==> config.mk <==
export PLATFORM = sky130hd
export DESIGN_NAME = i2c_line_filter
export DESIGN_NICKNAME = d
export VERILOG_FILES = /design/src/rtl/i2c_line_filter.sv
export SDC_FILE = /design/constraint.sdc
export NUM_CORES = 1
export LEC_CHECK = 0
export CORE_MARGIN = 2
export CORE_UTILIZATION = 45
export DETAILED_ROUTE_END_ITERATION = 10
export PLACE_DENSITY = 0.81
export SYNTH_ARGS = -nofsm -noshare
export SYNTH_HDL_FRONTEND = slang
export SYNTH_SLANG_ARGS = --single-unit
==> constraint.sdc <==
create_clock -name clk -period 2.6 [get_ports clk]
set_clock_uncertainty 0.2 [all_clocks]
set_input_delay 0.39 -clock clk [delete_from_list [all_inputs] [get_ports clk]]
set_output_delay 0.39 -clock clk [all_outputs]
set_load 0.005 [all_outputs]
==> src/rtl/i2c_line_filter.sv <==
// I2C pad front end: two-flop synchronisers, per-line persistence filters,
// SCL edge and START/STOP strobes, and a saturating rejected-glitch counter.
module i2c_line_filter #(
   parameter int FILTER_CYCLES = 4,
   parameter int GCNT_W        = 8
) (
   input  logic              clk,
   input  logic              rst,
   input  logic              scl_in,
   input  logic              sda_in,
   input  logic              glitch_clr,
   output logic              scl_filt,
   output logic              sda_filt,
   output logic              scl_rise,
   output logic              scl_fall,
   output logic              start_det,
   output logic              stop_det,
   output logic [GCNT_W-1:0] glitch_cnt
);

   localparam logic [3:0]      CNT_LAST  = 4'(FILTER_CYCLES - 1);
   localparam logic [GCNT_W:0] GCNT_MAX  = {1'b0, {GCNT_W{1'b1}}};
   localparam logic [GCNT_W:0] GCNT_ZERO = {(GCNT_W+1){1'b0}};

   logic              scl_meta_q, scl_meta_d;
   logic              scl_sync_q, scl_sync_d;
   logic              sda_meta_q, sda_meta_d;
   logic              sda_sync_q, sda_sync_d;
   logic              scl_filt_q, scl_filt_d;
   logic              sda_filt_q, sda_filt_d;
   logic              scl_prev_q, scl_prev_d;
   logic              sda_prev_q, sda_prev_d;
   logic [3:0]        scl_cnt_q, scl_cnt_d;
   logic [3:0]        sda_cnt_q, sda_cnt_d;
   logic [GCNT_W-1:0] glitch_cnt_q, glitch_cnt_d;
   logic              scl_glitch_s;
   logic              sda_glitch_s;
   logic [GCNT_W:0]   glitch_sum_s;

   // Synchroniser chains and one-cycle-delayed copies of the filtered levels.
   always_comb begin
      scl_meta_d = scl_in;
      scl_sync_d = scl_meta_q;
      sda_meta_d = sda_in;
      sda_sync_d = sda_meta_q;
      scl_prev_d = scl_filt_q;
      sda_prev_d = sda_filt_q;
   end

   // SCL persistence filter; an aborted pending change is a glitch.
   always_comb begin
      scl_filt_d   = scl_filt_q;
      scl_cnt_d    = scl_cnt_q;
      scl_glitch_s = 1'b0;
      if (scl_sync_q == scl_filt_q) begin
         scl_cnt_d    = 4'd0;
         scl_glitch_s = (scl_cnt_q != 4'd0);
      end else if (scl_cnt_q == CNT_LAST) begin
         scl_filt_d = scl_sync_q;
         scl_cnt_d  = 4'd0;
      end else begin
         scl_cnt_d = scl_cnt_q + 4'd1;
      end
   end

   // SDA persistence filter, same rule as SCL.
   always_comb begin
      sda_filt_d   = sda_filt_q;
      sda_cnt_d    = sda_cnt_q;
      sda_glitch_s = 1'b0;
      if (sda_sync_q == sda_filt_q) begin
         sda_cnt_d    = 4'd0;
         sda_glitch_s = (sda_cnt_q != 4'd0);
      end else if (sda_cnt_q == CNT_LAST) begin
         sda_filt_d = sda_sync_q;
         sda_cnt_d  = 4'd0;
      end else begin
         sda_cnt_d = sda_cnt_q + 4'd1;
      end
   end

   // Glitch counter: clear wins over same-cycle events; sum is one bit wider to catch overflow.
   always_comb begin
      glitch_sum_s = {1'b0, glitch_cnt_q}
                   + {{GCNT_W{1'b0}}, scl_glitch_s}
                   + {{GCNT_W{1'b0}}, sda_glitch_s};
      glitch_cnt_d = glitch_cnt_q;
      if (glitch_clr) begin
         glitch_cnt_d = GCNT_ZERO[GCNT_W-1:0];
      end else if (glitch_sum_s > GCNT_MAX) begin
         glitch_cnt_d = GCNT_MAX[GCNT_W-1:0];
      end else begin
         glitch_cnt_d = glitch_sum_s[GCNT_W-1:0];
      end
   end

   // State registers; reset restores an idle (high) bus with no pending change.
   always_ff @(posedge clk or posedge rst) begin
      if (rst) begin
         scl_meta_q   <= 1'b1;
         scl_sync_q   <= 1'b1;
         sda_meta_q   <= 1'b1;
         sda_sync_q   <= 1'b1;
         scl_filt_q   <= 1'b1;
         sda_filt_q   <= 1'b1;
         scl_prev_q   <= 1'b1;
         sda_prev_q   <= 1'b1;
         scl_cnt_q    <= 4'd0;
         sda_cnt_q    <= 4'd0;
         glitch_cnt_q <= GCNT_ZERO[GCNT_W-1:0];
      end else begin
         scl_meta_q   <= scl_meta_d;
         scl_sync_q   <= scl_sync_d;
         sda_meta_q   <= sda_meta_d;
         sda_sync_q   <= sda_sync_d;
         scl_filt_q   <= scl_filt_d;
         sda_filt_q   <= sda_filt_d;
         scl_prev_q   <= scl_prev_d;
         sda_prev_q   <= sda_prev_d;
         scl_cnt_q    <= scl_cnt_d;
         sda_cnt_q    <= sda_cnt_d;
         glitch_cnt_q <= glitch_cnt_d;
      end
   end

   // Strobes decode flop outputs only; a simultaneous SCL change masks START/STOP.
   assign scl_filt   = scl_filt_q;
   assign sda_filt   = sda_filt_q;
   assign scl_rise   = scl_filt_q & ~scl_prev_q;
   assign scl_fall   = ~scl_filt_q & scl_prev_q;
   assign start_det  = ~sda_filt_q & sda_prev_q & scl_filt_q & scl_prev_q;
   assign stop_det   = sda_filt_q & ~sda_prev_q & scl_filt_q & scl_prev_q;
   assign glitch_cnt = glitch_cnt_q;

endmodule

=== Word level (Yosys, flattened, before mapping) ===
Cells that the tools add are included.

* Register bits: 24
* Input bits: 5
* Word-level logic and storage cells: 46
* Output and inout port bits: 14

* Muxes and demuxes: 8
* Equal/unequal tests: 4
* $lt $le $gt $ge: 1
* $add $sub $neg: 4
* Bitwise operators: 14
* Reductions and logical operators: 4

{| class="wikitable"
|+ Operator list
! operator !! count
|-
| 2-to-1 mux 4 bit || 4
|-
| 2-to-1 mux 8 bit || 2
|-
| adder 8 x 1 -> 9 bit || 1
|-
| adder 9 x 1 -> 9 bit || 1
|-
| > comparator 9 x 8 -> 1 bit, second input constant || 1
|-
| adder 4 x 1 -> 4 bit, second input constant || 2
|-
| AND 1 bit || 8
|-
| equality test 4 x 2 -> 1 bit, second input constant || 2
|-
| nonzero test 4 bit || 2
|-
| NOT 1 bit || 6
|-
| AND reduction 2 bit || 2
|-
| equality test 1 bit || 2
|-
| 2-to-1 mux 1 bit || 2
|}

=== Logic depth before layout (Yosys ltp) ===
Gate-level depths: netlist of run 1.

* Depth in word-level cells: 7
* Mapped depth: 10
* Gate-level depth less buffers: 10

=== Worst setup path before layout of run 1 ===
OpenSTA, ideal clock, no wires.

* Kind: reg2reg
* From: reg sda_filt_q, in the netlist sda_filt
* To: reg glitch_cnt_q[6], in the netlist glitch_cnt[6]
* Library setup time: 0.132 ns
* Arrival: 1.995 ns
* Path buffers: 0
* Cell stages (with the launch flop): 9
* Period minus slack after synthesis: 2.327 ns
* Setup slack: 0.273 ns
* Required time: 2.268 ns
* Cell sequence: dfstp_2 -> xnor2_1 -> nand2_1 -> fa_1 -> inv_1 -> ha_1 -> and4_4 -> and4b_1 -> nor3_1

* Cells in the longest elaborated chain, start to end: 6

{| class="wikitable"
|+ RTL lines
! element !! line !! RTL
|-
| start, declared || 30 || <nowiki>logic sda_filt_q, sda_filt_d;</nowiki>
|-
| start signal, assigned || 117 || <nowiki>sda_filt_q <= sda_filt_d;</nowiki>
|-
| equality test 1 bit * || 71 || <nowiki>if (sda_sync_q == sda_filt_q) begin</nowiki>
|-
| 2-to-1 mux 1 bit * || 71 ||
|-
| adder 9 x 1 -> 9 bit * || 86 || <nowiki>+ {{GCNT_W{1'b0}}, sda_glitch_s};</nowiki>
|-
| > comparator 9 x 8 -> 1 bit || 90 || <nowiki>end else if (glitch_sum_s > GCNT_MAX) begin</nowiki>
|-
| 2-to-1 mux 8 bit * || 90 ||
|-
| 2-to-1 mux 8 bit * || 88 || <nowiki>if (glitch_clr) begin</nowiki>
|-
| net glitch_cnt_d[6] || 35 || <nowiki>logic [GCNT_W-1:0] glitch_cnt_q, glitch_cnt_d;</nowiki>
|-
| end signal, assigned || 110 || <nowiki>glitch_cnt_q <= GCNT_ZERO[GCNT_W-1:0];</nowiki>
|-
| end signal, assigned || 122 || <nowiki>glitch_cnt_q <= glitch_cnt_d;</nowiki>
|-
| end, declared || 35 ||
|}

Mark *: on every way through the listed nets, which the timed path passes. The rest lies on a longest branch.
A chain may end at the register's enable or synchronous reset.

=== Worst setup path after layout of run 1 ===
* From: reg scl_filt_q, in the netlist scl_filt
* To: reg glitch_cnt_q[1], in the netlist glitch_cnt[1]

* Cells in the longest elaborated chain, start to end: 7

{| class="wikitable"
|+ RTL lines
! element !! line !! RTL
|-
| start, declared || 29 || <nowiki>logic scl_filt_q, scl_filt_d;</nowiki>
|-
| start signal, assigned || 116 || <nowiki>scl_filt_q <= scl_filt_d;</nowiki>
|-
| equality test 1 bit * || 55 || <nowiki>if (scl_sync_q == scl_filt_q) begin</nowiki>
|-
| 2-to-1 mux 1 bit * || 55 ||
|-
| adder 8 x 1 -> 9 bit * || 85 || <nowiki>+ {{GCNT_W{1'b0}}, scl_glitch_s}</nowiki>
|-
| adder 9 x 1 -> 9 bit * || 86 ||
|-
| > comparator 9 x 8 -> 1 bit || 90 ||
|-
| 2-to-1 mux 8 bit * || 90 ||
|-
| 2-to-1 mux 8 bit * || 88 ||
|-
| net glitch_cnt_d[1] || 35 ||
|}

Marked as above.

==> flow_metrics.py, run 1 <==
metrics = {
    "timing": {
        "hold_viol": 0,
        "drv_slew": 0,
        "rsz0062_at_grt": "true",
        "worstMarginPinSlew_ns": 0.3252,
        "setup_viol": 0,
        "slew_headroom": 0.7825,
        "setup_tns_ns": 0,
        "max_freq_mhz": 407.8,
        "whs_ns": 0.1659,
        "finalCritPeriodShare": 0.9432,
        "period_needed_ns": 2.452,
    },
    "synth": {
        "synth_nets": 107,
        "synth_top_family_by_area": "simple AND/OR/NAND/NOR gates",
        "syn_area_um2": 1104,
        "synth_xor_area_frac": 0.04762,
        "synth.avg_cell_area_um2": 11.50,
        "yosysTopAreaCell": "dfrtp_1",
        "synth_area_leaders": "dfrtp_1, dfstp_2, ha_1, nand2_1, mux2_2",
        "synth_fa_ha_area_frac": 0.07483,
        "synthSimpleGateAreaFrac": 0.1927,
        "synth_cells": 96,
        "synth_top_area_share": 0.3628,
        "yosysSeqAreaShare": 0.5533,
        "synth-compound-area-share": 0.07029,
        "yosysWarnings": 0,
        "synth_cell_types": 28,
        "synth_seq_cells": 24,
        "synthMuxAreaShare": 0.03061,
    },
    "clock_network": {
        "tritoncts": "built",
        "cts-root-buf": "clkbuf_4",
        "cts_sinks": 24,
        "clk_path_buf_depth": 2,
        "clock_latency_ns": 0.31,
        "ctsHtreeMaxLevel": 1,
        "path_clk_slew_ns": 0.13,
        "cts_made_buffers": 3,
        "postCtsHoldBufs": 0,
    },
    "global_route": {
        "grt-ovfl-total": 0,
        "grt_max_degree": 25,
        "grt_pass1_vias": 809,
        "grt_pass1_wl_um": 3525,
        "antenna_found_initial": 0,
        "grt_use_total": 0.1705,
    },
    "drt": {
        "routed_wl_um": 1937,
        "wl_per_cell_um": 13.00,
        "drt_pass1_iterations": 4,
        "via_per_inst": 5.356,
        "vias": 798,
        "ant_nets": 0,
        "drc_errors": 0,
        "drt_iter0_markers": 17,
    },
    "final_layout": {
        "final_common_cell": "clkdlybuf4s50_1",
        "drive_gt1_frac": 0.1818,
        "fin_nets": 133,
        "most-common-layout-cells": "clkdlybuf4s50_1, dfrtp_1, nand2_1, inv_1, dfstp_2",
        "fillers": 190,
        "area_delta_synth_final_pct": 26.98,
        "diodes": 0,
    },
    "job": {
        "cap_violations": 0,
    },
    "die": {
        "fp.dieArea_um2": 2864,
        "die_w_um": 53.52,
        "rows": 17,
        "num_io_pins": 19,
        "dieHeight_um": 53.52,
        "core_um2": 2276,
        "start_util": 0.4849,
    },
    "worst_setup_path": {
        "end_kind": "register",
        "r2r_slack_ns": 0.15,
        "critPathLaunchType": "register",
        "rr_startpoint": "scl_filt",
        "required_ns": 2.64,
        "cp.arrival_ns": 2.49,
        "cp_max_fo": 7,
        "critPathKind": "reg2reg",
        "r2r-end": "glitch_cnt[1]",
        "r2r_cells": 8,
    },
    "run_status": {
        "outcome": "completed",
    },
    "power_and_ir_drop": {
        "power_density_nw_per_um2": 857.2,
        "pwr-share-comb": 0.325,
        "pwr-share-clk": 0.220,
        "ir_drop_mv": 0.7105,
        "seqPwrFrac": 0.454,
        "power.leakage_uw": 0.0006007,
        "p_int_uw": 862.9,
        "p_switching_uw": 338.4,
        "switching_share": 0.2817,
    },
    "hold_path": {
        "min_path_type": "reg2reg",
        "min_from": "sda_meta_q",
        "whs_path_depth": 0,
        "hold_end": "sda_sync_q",
    },
    "placed_design": {
        "gp_congestion": 0.8401,
        "numPortBuffers": 18,
        "place_hpwl_um": 1415,
    },
}
-- worst max-delay path by stage --
| stage | start | endpoint | slack (ns) | depth (start not counted) |
|---|---|---|---|---|
| 5_1_grt | sda_sync_q | glitch_cnt[1] | -0.004 | 8 |
| 6_report | scl_filt | glitch_cnt[1] | 0.15 | 8 |
| 3_5_place_dp | sda_filt | glitch_cnt[2] | 0.20 | 8 |
| 2_1_floorplan | sda_filt | glitch_cnt[6] | 0.27 | 8 |
| 3_3_place_gp | sda_filt | glitch_cnt[1] | 0.26 | 8 |
| 4_1_cts | sda_filt | glitch_cnt[2] | 0.11 | 8 |
-- logic make-up (layout without fill, tap and decap cells) --
kind of cell / Yosys count / after routing
xor gates and xnor gates: 6 / 6
and+or+nand+nor: 35 / 35
muxes: 3 / 3
AOI/OAI and AO/OA: 13 / 13
adders and majority gates: 6 / 6
DFF: 24 / 24
buffers and inverters: 9 / 34
-- flip-flops by register name, summed over array words and instances, names as in the netlist --
register,cells
glitch_cnt,8
scl_cnt_q,4
sda_cnt_q,4
scl_filt,1
scl_meta_q,1
scl_prev_q,1
scl_sync_q,1
sda_filt,1
sda_meta_q,1
sda_prev_q,1
sda_sync_q,1
-- worst max-delay path: stages, from the launching register on --
cell     delay, ns
dfstp_2       0.62
xnor2_1       0.15
nand2_1       0.10
fa_1          0.42
inv_1         0.08
ha_1          0.20
and4_4        0.27
nand4_4       0.14
a21oi_1       0.19
-- cell type report --
class | instances | area [um2] | share of cell area
clock inverters | 1 | 30.03 | 0.02143
clock buffers | 3 | 22.52 | 0.01607
flip-flops and latches | 24 | 610.6 | 0.4357
repair buffers | 22 | 210.2 | 0.1500
inverters | 8 | 30.03 | 0.02143
multi-input cells | 63 | 462.9 | 0.3304
well taps | 28 | 35.03 | 0.02500
-- cells in the mapped netlist, drive strengths merged --
library cell / instances
a211oi: 3
a21oi: 6
a31oi: 2
and4: 1
and4b: 1
buf: 1
dfrtp: 16
dfstp: 8
fa: 1
ha: 5
inv: 8
mux2: 3
nand2: 9
nand2b: 1
nand3: 3
nand3b: 3
nand4: 2
nor2: 5
nor2b: 4
nor3: 1
nor3b: 3
nor4b: 1
o21ai: 1
o21bai: 1
or3: 1
xnor2: 3
xor2: 3
-- per-layer routing --
layer	global-route usage	routed length [um]	part of all wire
met1	0.2200	898	0.46
met2	0.2860	913	0.47
met3	0.05650	115	0.059
met4	0.02137	10	0.0052
met5	0	0	0
-- power groups by stage --
stage | clock network (uW) | logic, uW | registers [uW]
6_report | 265 | 391 | 546
5_1_grt | 293 | 446 | 559
4_1_cts | 275 | 380 | 550
3_5_place_dp | 0 | 378 | 557
3_3_place_gp | 0 | 367 | 551
2_1_floorplan | 0 | 201 | 543
-- timing repair --
| item | in CTS | in global routing |
|---|---|---|
| setup buffers | 0 | 1 |
| endpoints found under the setup margin | 0 | 4 |
| resized for setup | 0 | 1 |
-- metrics by stage --
step / total power (uW) / util / setup slack, ns / instance area [um2] / std cells
floorplan: 744.8 / - / 0.2734 / 1104 / 96
global placement: 918.0 / 0.5877 / 0.2641 / 1338 / 144
detailed placement: 934.3 / 0.5877 / 0.1959 / 1338 / 144
CTS: 1205 / 0.6108 / 0.1123 / 1390 / 148
global route: 1297 / 0.6157 / -0.003921 / 1401 / 149
finish: 1201 / 0.6157 / 0.1476 / 1401 / 149
Power figures use the tool's default switching activity.
==> run 2: changes to the inputs <==
--- a/config.mk
+++ b/config.mk
@@ -7,6 +7,7 @@
 export LEC_CHECK = 0
 export CORE_MARGIN = 2
 export CORE_UTILIZATION = 45
+export CTS_BUF_LIST = sky130_fd_sc_hd__clkbuf_4 sky130_fd_sc_hd__clkbuf_8 sky130_fd_sc_hd__clkbuf_16
 export DETAILED_ROUTE_END_ITERATION = 10
 export PLACE_DENSITY = 0.81
 export SYNTH_ARGS = -nofsm -noshare
==> results of run 2 <==
Same layout as run 1: the final DEF is identical, and so are final timing and power.
==> run 3: changes to the inputs <==
--- a/config.mk
+++ b/config.mk
@@ -10,6 +10,7 @@
 export CTS_BUF_LIST = sky130_fd_sc_hd__clkbuf_4 sky130_fd_sc_hd__clkbuf_8 sky130_fd_sc_hd__clkbuf_16
 export DETAILED_ROUTE_END_ITERATION = 10
 export PLACE_DENSITY = 0.81
+export RECOVER_POWER = 25
 export SYNTH_ARGS = -nofsm -noshare
 export SYNTH_HDL_FRONTEND = slang
 export SYNTH_SLANG_ARGS = --single-unit
==> run 3 against run 2 <==
Die area is the same. Maximum frequency is the same. Via count shrank 0.13%.
==> flow_metrics.py, run 3 (synthesized netlist as in run 1, its figures left out) <==
metrics = {
    "final_layout": {
        "largest_reg_flops": 8,
        "fillers": 190,
        "seqCellArea_um2": 610.6,
        "drive_gt1_frac": 0.1818,
        "diodes": 0,
        "fin_nets": 133,
        "final_area_um2": 1401,
        "area_delta_synth_final_pct": 26.98,
        "most-common-layout-cells": "dfrtp_1, clkdlybuf4s50_1, nand2_1, inv_1, dfstp_2",
        "multi_input_area_um2": 462.9,
    },
    "hold_path": {
        "min_path_type": "reg2reg",
    },
    "die": {
        "dieHeight_um": 53.52,
        "fp.dieArea_um2": 2864,
        "rows": 17,
        "start_util": 0.4849,
        "core_um2": 2276,
        "die_w_um": 53.52,
        "num_io_pins": 19,
    },
    "power_and_ir_drop": {
        "seqPwrFrac": 0.454,
        "power_density_nw_per_um2": 856.8,
        "p_switching_uw": 338.3,
        "pwr-share-comb": 0.325,
        "p_int_uw": 862.3,
        "switching_share": 0.2818,
        "power.leakage_uw": 0.0006012,
        "ir_drop_mv": 0.7105,
        "pwr-share-clk": 0.220,
    },
    "clock_network": {
        "clk_path_buf_depth": 2,
        "cts-root-buf": "clkbuf_4",
        "tritoncts": "built",
        "clock_latency_ns": 0.31,
        "postCtsHoldBufs": 0,
        "path_clk_slew_ns": 0.13,
        "cts_sinks": 24,
        "ctsHtreeMaxLevel": 1,
        "cts_made_buffers": 3,
    },
    "timing": {
        "finalCritPeriodShare": 0.9432,
        "timing.final.ws_setup_ns": 0.1476,
        "max_freq_mhz": 407.8,
        "whs_ns": 0.1659,
        "worstMarginPinSlew_ns": 0.3252,
        "drv_slew": 0,
        "hold_viol": 0,
        "period_needed_ns": 2.452,
        "slew_headroom": 0.7825,
        "rsz0062_at_grt": "true",
        "setup_viol": 0,
    },
    "global_route": {
        "grt_pass1_vias": 809,
        "grt_use_total": 0.1705,
        "grt_pass1_wl_um": 3525,
        "antenna_found_initial": 0,
        "grt_max_degree": 25,
        "grt-ovfl-total": 0,
    },
    "placed_design": {
        "gp_congestion": 0.8401,
        "numPortBuffers": 18,
        "place_hpwl_um": 1415,
        "place_ws_ns": 0.1959,
        "post_dp_cell_area_um2": 1338,
    },
    "run_status": {
        "outcome": "completed",
    },
    "worst_setup_path": {
        "cpPeakStageDelay_ns": 0.62,
        "end_kind": "register",
        "critPathKind": "reg2reg",
        "required_ns": 2.64,
        "cp_max_fo": 7,
        "critPathLaunchType": "register",
        "crit_chain": "xnor2_1 > nand2_1 > fa_1 > inv_1 > ha_1 > and4_4 > nand4_4 > a21oi_1",
        "cpMaxStageDelayCell": "dfstp_2",
        "cp.arrival_ns": 2.49,
    },
    "drt": {
        "routed_wl_um": 1935,
        "drt_iter0_markers": 17,
        "via_per_inst": 5.349,
        "drc_errors": 0,
        "wl_per_cell_um": 12.99,
        "ant_nets": 0,
        "vias": 797,
        "drt_pass1_iterations": 4,
    },
    "job": {
        "cap_violations": 0,
    },
}
run 3: cell types whose count changed in the layout (fill, tap and decap cells not counted):
cell,change
clkdlybuf4s50_1,-2
dlygate4sd3_1,+2
run 3: what timing repair did:
item                                    CTS  global route
setup buffers                             0             1
resized for setup                         0             1
endpoints found under the setup margin    0             4
run 3: worst paths after layout:
kind	start	to	slack, ns	cells after the start
setup / recovery	scl_filt	glitch_cnt[1]	0.15	8
max in group asynchronous	rst	scl_sync_q	1.71	3
min in group asynchronous	rst	sda_cnt_q[0]	0.20	3
setup reg to reg	scl_filt	glitch_cnt[1]	0.15	8
hold reg to reg	sda_meta_q	sda_sync_q	0.17	0
hold / removal	sda_meta_q	sda_sync_q	0.17	0
run 3: power by group through the flow:
| stage | Combinational [uW] | Clock (uW) | Sequential, uW |
|---|---|---|---|
| after floorplan | 201 | 0 | 543 |
| after global placement | 367 | 0 | 551 |
| after detailed placement | 378 | 0 | 557 |
| after CTS | 380 | 275 | 550 |
| after global routing | 445 | 293 | 559 |
| final | 390 | 265 | 546 |
run 3: metal layers:
layer  global-route usage  wire length [um]
met2               0.2860               911
met1               0.2200               898
met5                    0                 0
met4              0.02137                10
met3              0.05650               115
run 3: metrics by stage:
stage / cells / util / power (uW) / TNS (ns)
4_1_cts: 148 / 0.6108 / 1205 / 0
2_1_floorplan: 96 / - / 744.8 / 0
3_3_place_gp: 144 / 0.5877 / 918.0 / 0
6_report: 149 / 0.6157 / 1201 / 0
5_1_grt: 149 / 0.6157 / 1297 / -0.004895
3_5_place_dp: 144 / 0.5877 / 934.3 / 0
run 3: cell type report:
class,instances,area share
well taps,28,0.02500
inverters,8,0.02143
clock inverters,1,0.02143
multi-input cells,63,0.3304
flip-flops and latches,24,0.4357
clock buffers,3,0.01607
repair buffers,22,0.1500
run 3: critical path: cells and delay by family (launching register included):
kind / cells / cell delay (ns)
DFF: 1 / 0.62
adders and majority gates: 2 / 0.62
and+or+nand+nor: 3 / 0.51
AOI/OAI and AO/OA: 1 / 0.19
xor gates and xnor gates: 1 / 0.15
buffers and inverters: 1 / 0.08
